### src/rtl/regfile_pkg.sv
// Shared constants for the integer register file with pending-write scoreboard.
// Other files pull these in with import regfile_pkg::*.
package regfile_pkg;

  localparam int XLEN_DEF   = 32;
  localparam int NREGS_DEF  = 32;
  localparam int PEND_W_DEF = 2;

  // x0 is hardwired to zero and never takes part in hazard tracking.
  localparam int REG_ZERO = 0;

  // Largest count a PEND_W-bit pending counter may hold.
  function automatic int pend_limit(input int pend_w);
    return (1 << pend_w) - 1;
  endfunction

endpackage

### src/rtl/regfile_sb_if.sv
// Decode/writeback bundle for regfile_sb. master = pipeline, slave = register file.
// issue_valid/issue_ready: a reservation of issue_rd takes effect when both are high in the
// same cycle and flush is low; issue_valid may be dropped or retargeted freely when not accepted.
interface regfile_sb_if #(
  parameter int XLEN = 32,
  parameter int AW   = 5
);

  logic [AW-1:0]   rs1_addr;
  logic [AW-1:0]   rs2_addr;
  logic [XLEN-1:0] rs1_data;
  logic [XLEN-1:0] rs2_data;
  logic            rs1_busy;
  logic            rs2_busy;

  logic            issue_valid;
  logic [AW-1:0]   issue_rd;
  logic            issue_ready;

  logic            wb_valid;
  logic [AW-1:0]   wb_rd;
  logic [XLEN-1:0] wb_data;

  logic            flush;
  logic            wb_err;

  modport master (
    output rs1_addr, rs2_addr, issue_valid, issue_rd,
           wb_valid, wb_rd, wb_data, flush,
    input  rs1_data, rs2_data, rs1_busy, rs2_busy, issue_ready, wb_err
  );

  modport slave (
    input  rs1_addr, rs2_addr, issue_valid, issue_rd,
           wb_valid, wb_rd, wb_data, flush,
    output rs1_data, rs2_data, rs1_busy, rs2_busy, issue_ready, wb_err
  );

endinterface

### src/rtl/regfile_sb_read_port.sv
// One combinational read port: x0 forcing, same-cycle writeback bypass and busy
// derived from the pending-write count of the addressed register.
module regfile_sb_read_port
  import regfile_pkg::*;
#(
  parameter int XLEN   = XLEN_DEF,
  parameter int AW     = 5,
  parameter int PEND_W = PEND_W_DEF
) (
  input  logic [AW-1:0]     addr,
  input  logic              wb_valid,
  input  logic [AW-1:0]     wb_rd,
  input  logic [XLEN-1:0]   wb_data,
  input  logic [XLEN-1:0]   reg_data,
  input  logic [PEND_W-1:0] pend,
  output logic [XLEN-1:0]   data,
  output logic              busy
);

  localparam logic [AW-1:0]     ZERO_A   = AW'(REG_ZERO);
  localparam logic [PEND_W-1:0] PEND_ONE = PEND_W'(1);

  logic wb_hit;

  assign wb_hit = wb_valid && (wb_rd == addr);

  always_comb begin
    data = reg_data;
    busy = (pend != '0);
    if (addr == ZERO_A) begin
      data = '0;
      busy = 1'b0;
    end else if (wb_hit) begin
      data = wb_data;
      // The arriving writeback retires the only outstanding write, so the value is final.
      if (pend == PEND_ONE) begin
        busy = 1'b0;
      end
    end
  end

endmodule

### src/rtl/regfile_sb.sv
// Integer register file with write-through bypass and per-register pending-write counters.
// Decode reads two sources and reserves a destination; writeback commits data and releases it.
module regfile_sb
  import regfile_pkg::*;
#(
  parameter int XLEN   = XLEN_DEF,
  parameter int NREGS  = NREGS_DEF,
  parameter int PEND_W = PEND_W_DEF,
  parameter int AW     = $clog2(NREGS)
) (
  input  logic         clk,
  input  logic         rst,
  regfile_sb_if.slave  bus
);

  localparam logic [AW-1:0]     ZERO_A   = AW'(REG_ZERO);
  localparam logic [PEND_W-1:0] PEND_MAX = PEND_W'(pend_limit(PEND_W));
  localparam logic [PEND_W-1:0] PEND_ONE = PEND_W'(1);

  logic [XLEN-1:0]   regs_q [NREGS];
  logic [XLEN-1:0]   regs_d [NREGS];
  logic [PEND_W-1:0] pend_q [NREGS];
  logic [PEND_W-1:0] pend_d [NREGS];
  logic              wb_err_q;
  logic              wb_err_d;

  logic              wb_to_reg;
  logic              issue_ready;
  logic              issue_acc;
  logic [NREGS-1:0]  inc_vec;
  logic [NREGS-1:0]  dec_vec;

  logic [XLEN-1:0]   rs1_data;
  logic [XLEN-1:0]   rs2_data;
  logic              rs1_busy;
  logic              rs2_busy;

  assign wb_to_reg = bus.wb_valid && (bus.wb_rd != ZERO_A);

  // A full counter can still accept a reservation when a writeback to it lands this cycle.
  assign issue_ready = (bus.issue_rd == ZERO_A)
                    || (pend_q[bus.issue_rd] != PEND_MAX)
                    || (bus.wb_valid && (bus.wb_rd == bus.issue_rd));
  assign issue_acc   = bus.issue_valid && issue_ready && !bus.flush;

  always_comb begin
    inc_vec = '0;
    dec_vec = '0;
    for (int r = 1; r < NREGS; r++) begin
      inc_vec[r] = issue_acc && (bus.issue_rd == AW'(r));
      dec_vec[r] = bus.wb_valid && (bus.wb_rd == AW'(r)) && (pend_q[r] != '0);
    end
  end

  always_comb begin
    pend_d = pend_q;
    for (int r = 1; r < NREGS; r++) begin
      if (bus.flush) begin
        pend_d[r] = '0;
      end else if (inc_vec[r] && !dec_vec[r]) begin
        pend_d[r] = pend_q[r] + PEND_ONE;
      end else if (dec_vec[r] && !inc_vec[r]) begin
        pend_d[r] = pend_q[r] - PEND_ONE;
      end
    end
    pend_d[0] = '0;
  end

  always_comb begin
    regs_d = regs_q;
    if (wb_to_reg) begin
      regs_d[bus.wb_rd] = bus.wb_data;
    end
    regs_d[0] = '0;
  end

  // Flush squashes the error check too: the pending counters are being discarded anyway.
  assign wb_err_d = wb_err_q
                 || (wb_to_reg && (pend_q[bus.wb_rd] == '0) && !bus.flush);

  always_ff @(posedge clk or posedge rst) begin
    if (rst) begin
      regs_q   <= '{default: '0};
      pend_q   <= '{default: '0};
      wb_err_q <= 1'b0;
    end else begin
      regs_q   <= regs_d;
      pend_q   <= pend_d;
      wb_err_q <= wb_err_d;
    end
  end

  regfile_sb_read_port #(
    .XLEN   (XLEN),
    .AW     (AW),
    .PEND_W (PEND_W)
  ) u_rd_port1 (
    .addr     (bus.rs1_addr),
    .wb_valid (bus.wb_valid),
    .wb_rd    (bus.wb_rd),
    .wb_data  (bus.wb_data),
    .reg_data (regs_q[bus.rs1_addr]),
    .pend     (pend_q[bus.rs1_addr]),
    .data     (rs1_data),
    .busy     (rs1_busy)
  );

  regfile_sb_read_port #(
    .XLEN   (XLEN),
    .AW     (AW),
    .PEND_W (PEND_W)
  ) u_rd_port2 (
    .addr     (bus.rs2_addr),
    .wb_valid (bus.wb_valid),
    .wb_rd    (bus.wb_rd),
    .wb_data  (bus.wb_data),
    .reg_data (regs_q[bus.rs2_addr]),
    .pend     (pend_q[bus.rs2_addr]),
    .data     (rs2_data),
    .busy     (rs2_busy)
  );

  assign bus.rs1_data    = rs1_data;
  assign bus.rs2_data    = rs2_data;
  assign bus.rs1_busy    = rs1_busy;
  assign bus.rs2_busy    = rs2_busy;
  assign bus.issue_ready = issue_ready;
  assign bus.wb_err      = wb_err_q;

endmodule

### src/flat_wrapper.sv
// flat-port wrapper written by rule: the top's interface ports become plain ports
module regfile_sb_flat import regfile_pkg::*;
#(
  parameter int XLEN   = XLEN_DEF,
  parameter int NREGS  = NREGS_DEF,
  parameter int PEND_W = PEND_W_DEF,
  parameter int AW     = $clog2(NREGS)
)
  (clk, rst, bus_rs1_addr, bus_rs2_addr, bus_issue_valid, bus_issue_rd, bus_wb_valid, bus_wb_rd, bus_wb_data, bus_flush, bus_rs1_data, bus_rs2_data, bus_rs1_busy, bus_rs2_busy, bus_issue_ready, bus_wb_err);
  regfile_sb_if #(.XLEN(XLEN), .AW(AW)) bus_i ();
  input  logic clk;
  input  logic rst;
  input wire logic [$bits(bus_i.rs1_addr)-1:0] bus_rs1_addr;
  input wire logic [$bits(bus_i.rs2_addr)-1:0] bus_rs2_addr;
  input wire logic [$bits(bus_i.issue_valid)-1:0] bus_issue_valid;
  input wire logic [$bits(bus_i.issue_rd)-1:0] bus_issue_rd;
  input wire logic [$bits(bus_i.wb_valid)-1:0] bus_wb_valid;
  input wire logic [$bits(bus_i.wb_rd)-1:0] bus_wb_rd;
  input wire logic [$bits(bus_i.wb_data)-1:0] bus_wb_data;
  input wire logic [$bits(bus_i.flush)-1:0] bus_flush;
  output wire logic [$bits(bus_i.rs1_data)-1:0] bus_rs1_data;
  output wire logic [$bits(bus_i.rs2_data)-1:0] bus_rs2_data;
  output wire logic [$bits(bus_i.rs1_busy)-1:0] bus_rs1_busy;
  output wire logic [$bits(bus_i.rs2_busy)-1:0] bus_rs2_busy;
  output wire logic [$bits(bus_i.issue_ready)-1:0] bus_issue_ready;
  output wire logic [$bits(bus_i.wb_err)-1:0] bus_wb_err;
  assign bus_i.rs1_addr = bus_rs1_addr;
  assign bus_i.rs2_addr = bus_rs2_addr;
  assign bus_i.issue_valid = bus_issue_valid;
  assign bus_i.issue_rd = bus_issue_rd;
  assign bus_i.wb_valid = bus_wb_valid;
  assign bus_i.wb_rd = bus_wb_rd;
  assign bus_i.wb_data = bus_wb_data;
  assign bus_i.flush = bus_flush;
  assign bus_rs1_data = bus_i.rs1_data;
  assign bus_rs2_data = bus_i.rs2_data;
  assign bus_rs1_busy = bus_i.rs1_busy;
  assign bus_rs2_busy = bus_i.rs2_busy;
  assign bus_issue_ready = bus_i.issue_ready;
  assign bus_wb_err = bus_i.wb_err;
  regfile_sb #(.XLEN(XLEN), .NREGS(NREGS), .PEND_W(PEND_W), .AW(AW)) u_core (.clk(clk), .rst(rst), .bus(bus_i));
endmodule
### config.mk
export PLATFORM = sky130hd
export DESIGN_NAME = regfile_sb_flat
export DESIGN_NICKNAME = d
export VERILOG_FILES = /design/src/rtl/regfile_pkg.sv /design/src/rtl/regfile_sb_if.sv /design/src/rtl/regfile_sb_read_port.sv /design/src/rtl/regfile_sb.sv /design/src/flat_wrapper.sv
export SDC_FILE = /design/constraint.sdc
export NUM_CORES = 2
export LEC_CHECK = 0
export CORE_MARGIN = 2
export CORE_UTILIZATION = 47
export DETAILED_ROUTE_END_ITERATION = 8
export PLACE_DENSITY = 0.66
export SLEW_MARGIN = 5
export SYNTH_ARGS = -nofsm -noshare
export SYNTH_HDL_FRONTEND = slang
export SYNTH_SLANG_ARGS = --single-unit
### constraint.sdc
create_clock -name clk -period 35.3 [get_ports clk]
set_input_delay 7.06 -clock clk [delete_from_list [all_inputs] [get_ports clk]]
set_output_delay 7.06 -clock clk [all_outputs]
set_load 0.005 [all_outputs]
# After elaboration in Yosys (flattened, before gate mapping)
# Cells that the tools add are included.
[totals] elab_cells=625 in_bits=57 regBits=1055 output_inout_bits=68
[op_classes] mux=124 bitwise_logic=4 reduce_logical=299 eq_ne=68 n_addsub=62 n_lt_le_gt_ge=5
[ops] operator="bitwise mux 1024 bit" count=1
[ops] operator="binary-select mux 32 bit (select 5 bit)" count=2
[ops] operator="2-to-1 mux 32 bit" count=9
[ops] operator="2-to-1 mux 2 bit" count=101
[ops] operator="logical AND 1 bit" count=164
[ops] operator="demux 32 bit (select 5 bit)" count=1
[ops] operator="equality test 5 bit, second input constant" count=32
[ops] operator="nonzero test 3 bit" count=31
[ops] operator="equality test 5 x 4 -> 1 bit, second input constant" count=16
[ops] operator="nonzero test 2 bit" count=33
[ops] operator="logical NOT 1 bit" count=63
[ops] operator="adder 2 x 1 -> 2 bit, second input constant" count=31
[ops] operator="subtractor 2 x 1 -> 2 bit, second input constant" count=31
[ops] operator="binary-select mux 2 bit (select 5 bit)" count=4
[ops] operator="equality test 5 x 3 -> 1 bit, second input constant" count=8
[ops] operator=">= comparator 6 bit, second input constant" count=4
[ops] operator="inverter 5 -> 6 bit" count=4
[ops] operator="equality test 5 x 2 -> 1 bit, second input constant" count=4
[ops] operator="equality test 5 bit" count=3
[ops] operator="logical NOT 5 bit" count=3
[ops] operator="equality test 5 x 1 -> 1 bit, second input constant" count=2
[ops] operator="< comparator 6 x 1 -> 1 bit, second input constant" count=1
[ops] operator="2-to-1 mux 1 bit" count=6
[ops] operator="nonzero test 5 bit" count=1
[ops] operator="other kinds (4)" count=7

# Depth between registers and ports, before layout
[depth] word_depth=15 mapped_depth=11 depth_no_buf=6

# Modules after synthesis
# Synthesis repeated with hierarchy kept, for this count alone.
[unflattened] hier_cells=4011 area_unflattened_um2=59532.1
[modules_own_cells] module="regfile_sb" cells_per_inst=3757 area_each_um2=58010.6 seq_area_each_um2=26400.3 instances=1
[modules_own_cells] module="regfile_sb_read_port" cells_per_inst=127 area_each_um2=760.7 seq_area_each_um2=0.0 instances=2

# Least setup slack after synthesis
# No wires, ideal clock.
[synth_path] path_type="in2out" start="input bus_rs2_addr[0]" end="output bus_rs2_data[31]" t_arrival_ns=8.826 path_buffers=3 t_required_ns=28.240 path_stages=7 path_slack_ns=19.414 path_cell_list="buf_2 > buf_2 > buf_2 > mux4_2 > mux4_2 > a22oi_1 > o21ai_0"
[synth_via] elab_chain_cells=6 elab_cells_between_ends=9 classes_between="eq/ne: 1; mux: 5; bitwise: 1; reduce/logical: 2"
[synth_lines] item="start, declared" line_no="flat_wrapper.sv:14" text="input wire logic [$bits(bus_i.rs2_addr)-1:0] bus_rs2_addr;"
[synth_lines] item="inverter 5 -> 6 bit (implied by the code)" line_no="regfile_sb.sv:117" text=".reg_data (regs_q[bus.rs2_addr]),"
[synth_lines] item="binary-select mux 32 bit (select 5 bit)" line_no="regfile_sb.sv:117"
[synth_lines] item="2-to-1 mux 32 bit (implied by the code) (2 in series)" line_no="regfile_sb.sv:117"
[synth_lines] item="2-to-1 mux 32 bit" line_no="regfile_sb_read_port.sv:33" text="end else if (wb_hit) begin"
[synth_lines] item="2-to-1 mux 32 bit *" line_no="regfile_sb_read_port.sv:30" text="if (addr == ZERO_A) begin"
[synth_lines] item="end, declared" line_no="flat_wrapper.sv:22" text="output wire logic [$bits(bus_i.rs2_data)-1:0] bus_rs2_data;"
# Mark *: on every way between the ends. The rest lies on a longest branch, timed or not. The select of a mux whose other input is x is not followed.

# Final worst setup path
[layout_path] start="input bus_rs2_addr[0]" end="output bus_rs2_busy"
[layout_via] elab_chain_cells=8 elab_cells_between_ends=12 classes_between="eq/ne: 2; mux: 6; bitwise: 1; reduce/logical: 3"
[layout_lines] item="inverter 5 -> 6 bit (implied by the code)" line_no="regfile_sb.sv:118" text=".pend (pend_q[bus.rs2_addr]),"
[layout_lines] item="binary-select mux 2 bit (select 5 bit)" line_no="regfile_sb.sv:118"
[layout_lines] item="2-to-1 mux 2 bit (implied by the code) (2 in series)" line_no="regfile_sb.sv:118"
[layout_lines] item="equality test 2 x 1 -> 1 bit / nonzero test 2 bit (equally long branches)" line_no="regfile_sb_read_port.sv:36, regfile_sb_read_port.sv:29"
[layout_lines] item="2-to-1 mux 1 bit" line_no="regfile_sb_read_port.sv:36" text="if (pend == PEND_ONE) begin"
[layout_lines] item="2-to-1 mux 1 bit" line_no="regfile_sb_read_port.sv:33"
[layout_lines] item="2-to-1 mux 1 bit *" line_no="regfile_sb_read_port.sv:30"
[layout_lines] item="end, declared" line_no="flat_wrapper.sv:24" text="output wire logic [$bits(bus_i.rs2_busy)-1:0] bus_rs2_busy;"
# Marked as above.

==> metrics <==
Layout Skew=32.2 ps; Arrival @ worst endpoint=around 12000 ps; Max Fanout on Critical Path=40; total negative setup slack=0 ps; Final Cycle Share=54.3%; Clock Tree Root=clkbuf_16; post-synth top area share=44.5%; largest net degree at the start of global routing=146; Avg Cell Area, Syn=14.4 um2; status=finished, final reports clean; number of remaining DRC errors=0; Synth Instances=4118; register area share after synthesis=44.5%; HPWL Detailed=99200 um; Area contributors post-synth=dfrtp_1, mux4_2, mux2_2; final worst-path setup slack=roughly 16000 ps; number of flops mapped to enable cells by yosys=0; CP required=approximately 28000 ps; area of the core=125000 um2; total number of vias=39.2k; area of the multi-input gates=31200 um2; Initial Util=47.3%; Area growth syn-to-layout=10.7%; Die X=between 300 and 400 um; ANT nets after route=0; CTS Hold Bufs=0; dpl cells=5555; standard-cell rows=130; RePlAce Congestion=around 0.83; Max Fclk=about 52 MHz; pre-CTS setup slack=16040 ps; vias in the first global route=~40k; CTS Sinks=1055; total power=3.56 mW; Worst VDD drop=approximately 0.045 mV; global routing usage on met3=5.30%; Finish-stage setup viols=0; synthesized net count=4175; Vias per Instance=just under 7; Max-slew headroom=12.5%; Routed WL=178000 um; initial antenna violation count=3; Synth area leader=dfrtp_1; Storage cell area=26400 um2; global-route wire length before repair=268000 um; WL per Instance=30.9 um; Iteration-0 DRC Markers=4037; CTS tree=built; CTS buffer count=around 110; Pleak=about 27 nW; Die ar.=roughly 130000 um2; Yosys cell types=65; Synth Warn #=0; clk_lat worst skew=760 ps; Crit Path Category=in2out; Final Hold Fails=0; Yosys reg bits=1055; Critical Path Start Type=primary input; CP max stage delay=700 ps; Die Span Y=approximately 360 um; fin cells=5766; CTS-repair resized insts=0; Power Density=54.2 nW/um2; met2 Track Usage GR=43.8%; Pre-antenna DRT Iters=6; met1 usage in global routing=between 30% and 40%; GR peak layer=met2; Post-synth ARST share=100%; share of cells above drive strength 1=approximately 49%; Mapped Area=59400 um2; # port buffers=around 120; CTS H-tree lvls=3; final layout net count=4077; Synth Flop Type=dfrtp_1; CTS Buffer Depth=3; Worst-path clk slew=approximately 60 ps; Final Max Slew Viols=0; Top-Level Pins=125; worst path cell trace=buf_8 -> buf_4 -> buf_4 -> buf_4 -> nor2b_4 -> buf_4 -> a22o_1 -> mux4_2 -> a211oi_1 -> a21oi_1 -> clkdlybuf4s50_1; fin crit period=between 15000 and 20000 ps; unrepaired setup endpoints after global routing=false; GRT overflow=0; Hold Path Class=reg2reg; critical path's slowest cell=buf_4; Worst-Margin Slew=1310 ps; gr usage total=27.5%; Fill cells=10.3k; most frequent CP cell=buf_4; total of max-cap violations=0; CP Capture Type=output port; Post CTS Setup Buffer Count=0
## cell type report
class | instances | area share (%)
diodes | 1 | 0.00381
clock buffers | 161 | 5.00
clock inverters | 49 | 0.897
inverters | 10 | 0.0628
multi-input cells | 2602 | 47.5
flip-flops and latches | 1055 | 40.2
well taps | 1650 | 3.14
repair buffers | 238 | 3.27
## worst max-delay path: cells and delay by family
kind | cells | cell delay, ps
and+or+nand+nor | 1 | 230
AOI/OAI and AO/OA | 3 | 1050
muxes | 1 | 440
buffers and inverters | 6 | 3180
## final timing paths
kind,depth (start not counted),start,end,slack (ps)
max in group asynchronous,5,rst,u_core.regs_q[526],25370
hold reg to reg,1,u_core.regs_q[184],u_core.regs_q[184],520
hold / removal,1,u_core.regs_q[184],u_core.regs_q[184],520
setup reg to reg,5,u_core.pend_q[11],u_core.pend_q[25],32710
min in group asynchronous,2,rst,u_core.regs_q[247],6870
setup / recovery,11,bus_rs2_addr[0],bus_rs2_busy,16130
## report_power, final
group | leakage, nW | internal (mW) | switching [mW]
Combinational | 12.0 | 0.456 | 0.282
Clock | 1.88 | 0.703 | 0.529
Sequential | 13.6 | 1.43 | 0.157
Total | 27.5 | 2.59 | 0.969
## registers in the layout (all words and copies together), names as in the netlist
signal,count
u_core.bus.wb_err,1
u_core.pend_q,62
u_core.regs_q,992
## logic make-up after synthesis
group / count (synthesis) / synth area share, %
AO/OA/AOI/OAI: 402 / 4.88
XOR/XNOR: 18 / 0.266
buffers and inverters: 461 / 3.30
flip-flops: 1055 / 44.5
multiplexers: 1727 / 43.3
AND/OR/NAND/NOR: 455 / 3.79
## cells in the mapped netlist (7+ instances only)
cell type,number
buf_1,35
mux2_2,1076
o2bb2ai_1,62
o31ai_1,63
nor2b_1,22
inv_1,10
nand2b_1,7
nand2_1,60
nor3_1,90
a21oi_1,102
or4_1,12
a221oi_1,62
and3_1,8
a31oi_1,17
nor4_1,19
buf_4,14
a211oi_1,32
and2_1,24
clkbuf_1,287
dfrtp_1,1055
nor2_1,147
nor3b_1,7
mux4_2,558
nand3_1,31
buf_2,111
o21ai_0,24
mux2i_1,86
xor2_1,15
## metrics by stage
stage	area, um2	utilization [%]	hold slack [ps]
2_1_floorplan	59400	-	466
3_3_place_gp	61800	49.3	499
3_5_place_dp	61800	49.3	509
4_1_cts	65700	52.4	522
5_1_grt	65700	52.4	534
6_report	65700	52.4	521
## routing by layer
metal / wire (um) / vias to the layer above / share of wire (%)
met5: 10 / - / 0.0056
li1: - / 15900 / -
met2: 84400 / 1668 / 47
met3: 14100 / 319 / 7.9
met1: 74700 / 21200 / 42
met4: 5000 / 2 / 2.8
## layout by cell type (no fill, tap or decap), types with 5 or more instances in the layout
cell / instances
mux4_1: 5
or4_1: 10
clkinvlp_4: 11
o2bb2ai_1: 62
nand2_2: 18
a221oi_1: 62
nor4_1: 17
and3_1: 8
clkbuf_16: 113
nor3_1: 90
o21ai_0: 24
mux4_2: 558
o311ai_0: 6
clkbuf_8: 28
nand2_1: 42
nor2_1: 140
and2_1: 24
o31ai_1: 63
clkdlybuf4s50_1: 113
clkinv_2: 24
clkbuf_1: 20
dfrtp_1: 1055
nand2b_1: 5
a21oi_1: 102
mux2i_1: 86
a22o_1: 6
bufinv_16: 7
a211oi_1: 32
nor3b_1: 7
nor2b_1: 20
mux2_2: 1076
a31oi_1: 17
nor2_4: 9
buf_4: 113
clkinv_16: 5
xor2_1: 15
nand3_1: 27
inv_1: 9
Power figures use the tool's default switching activity.
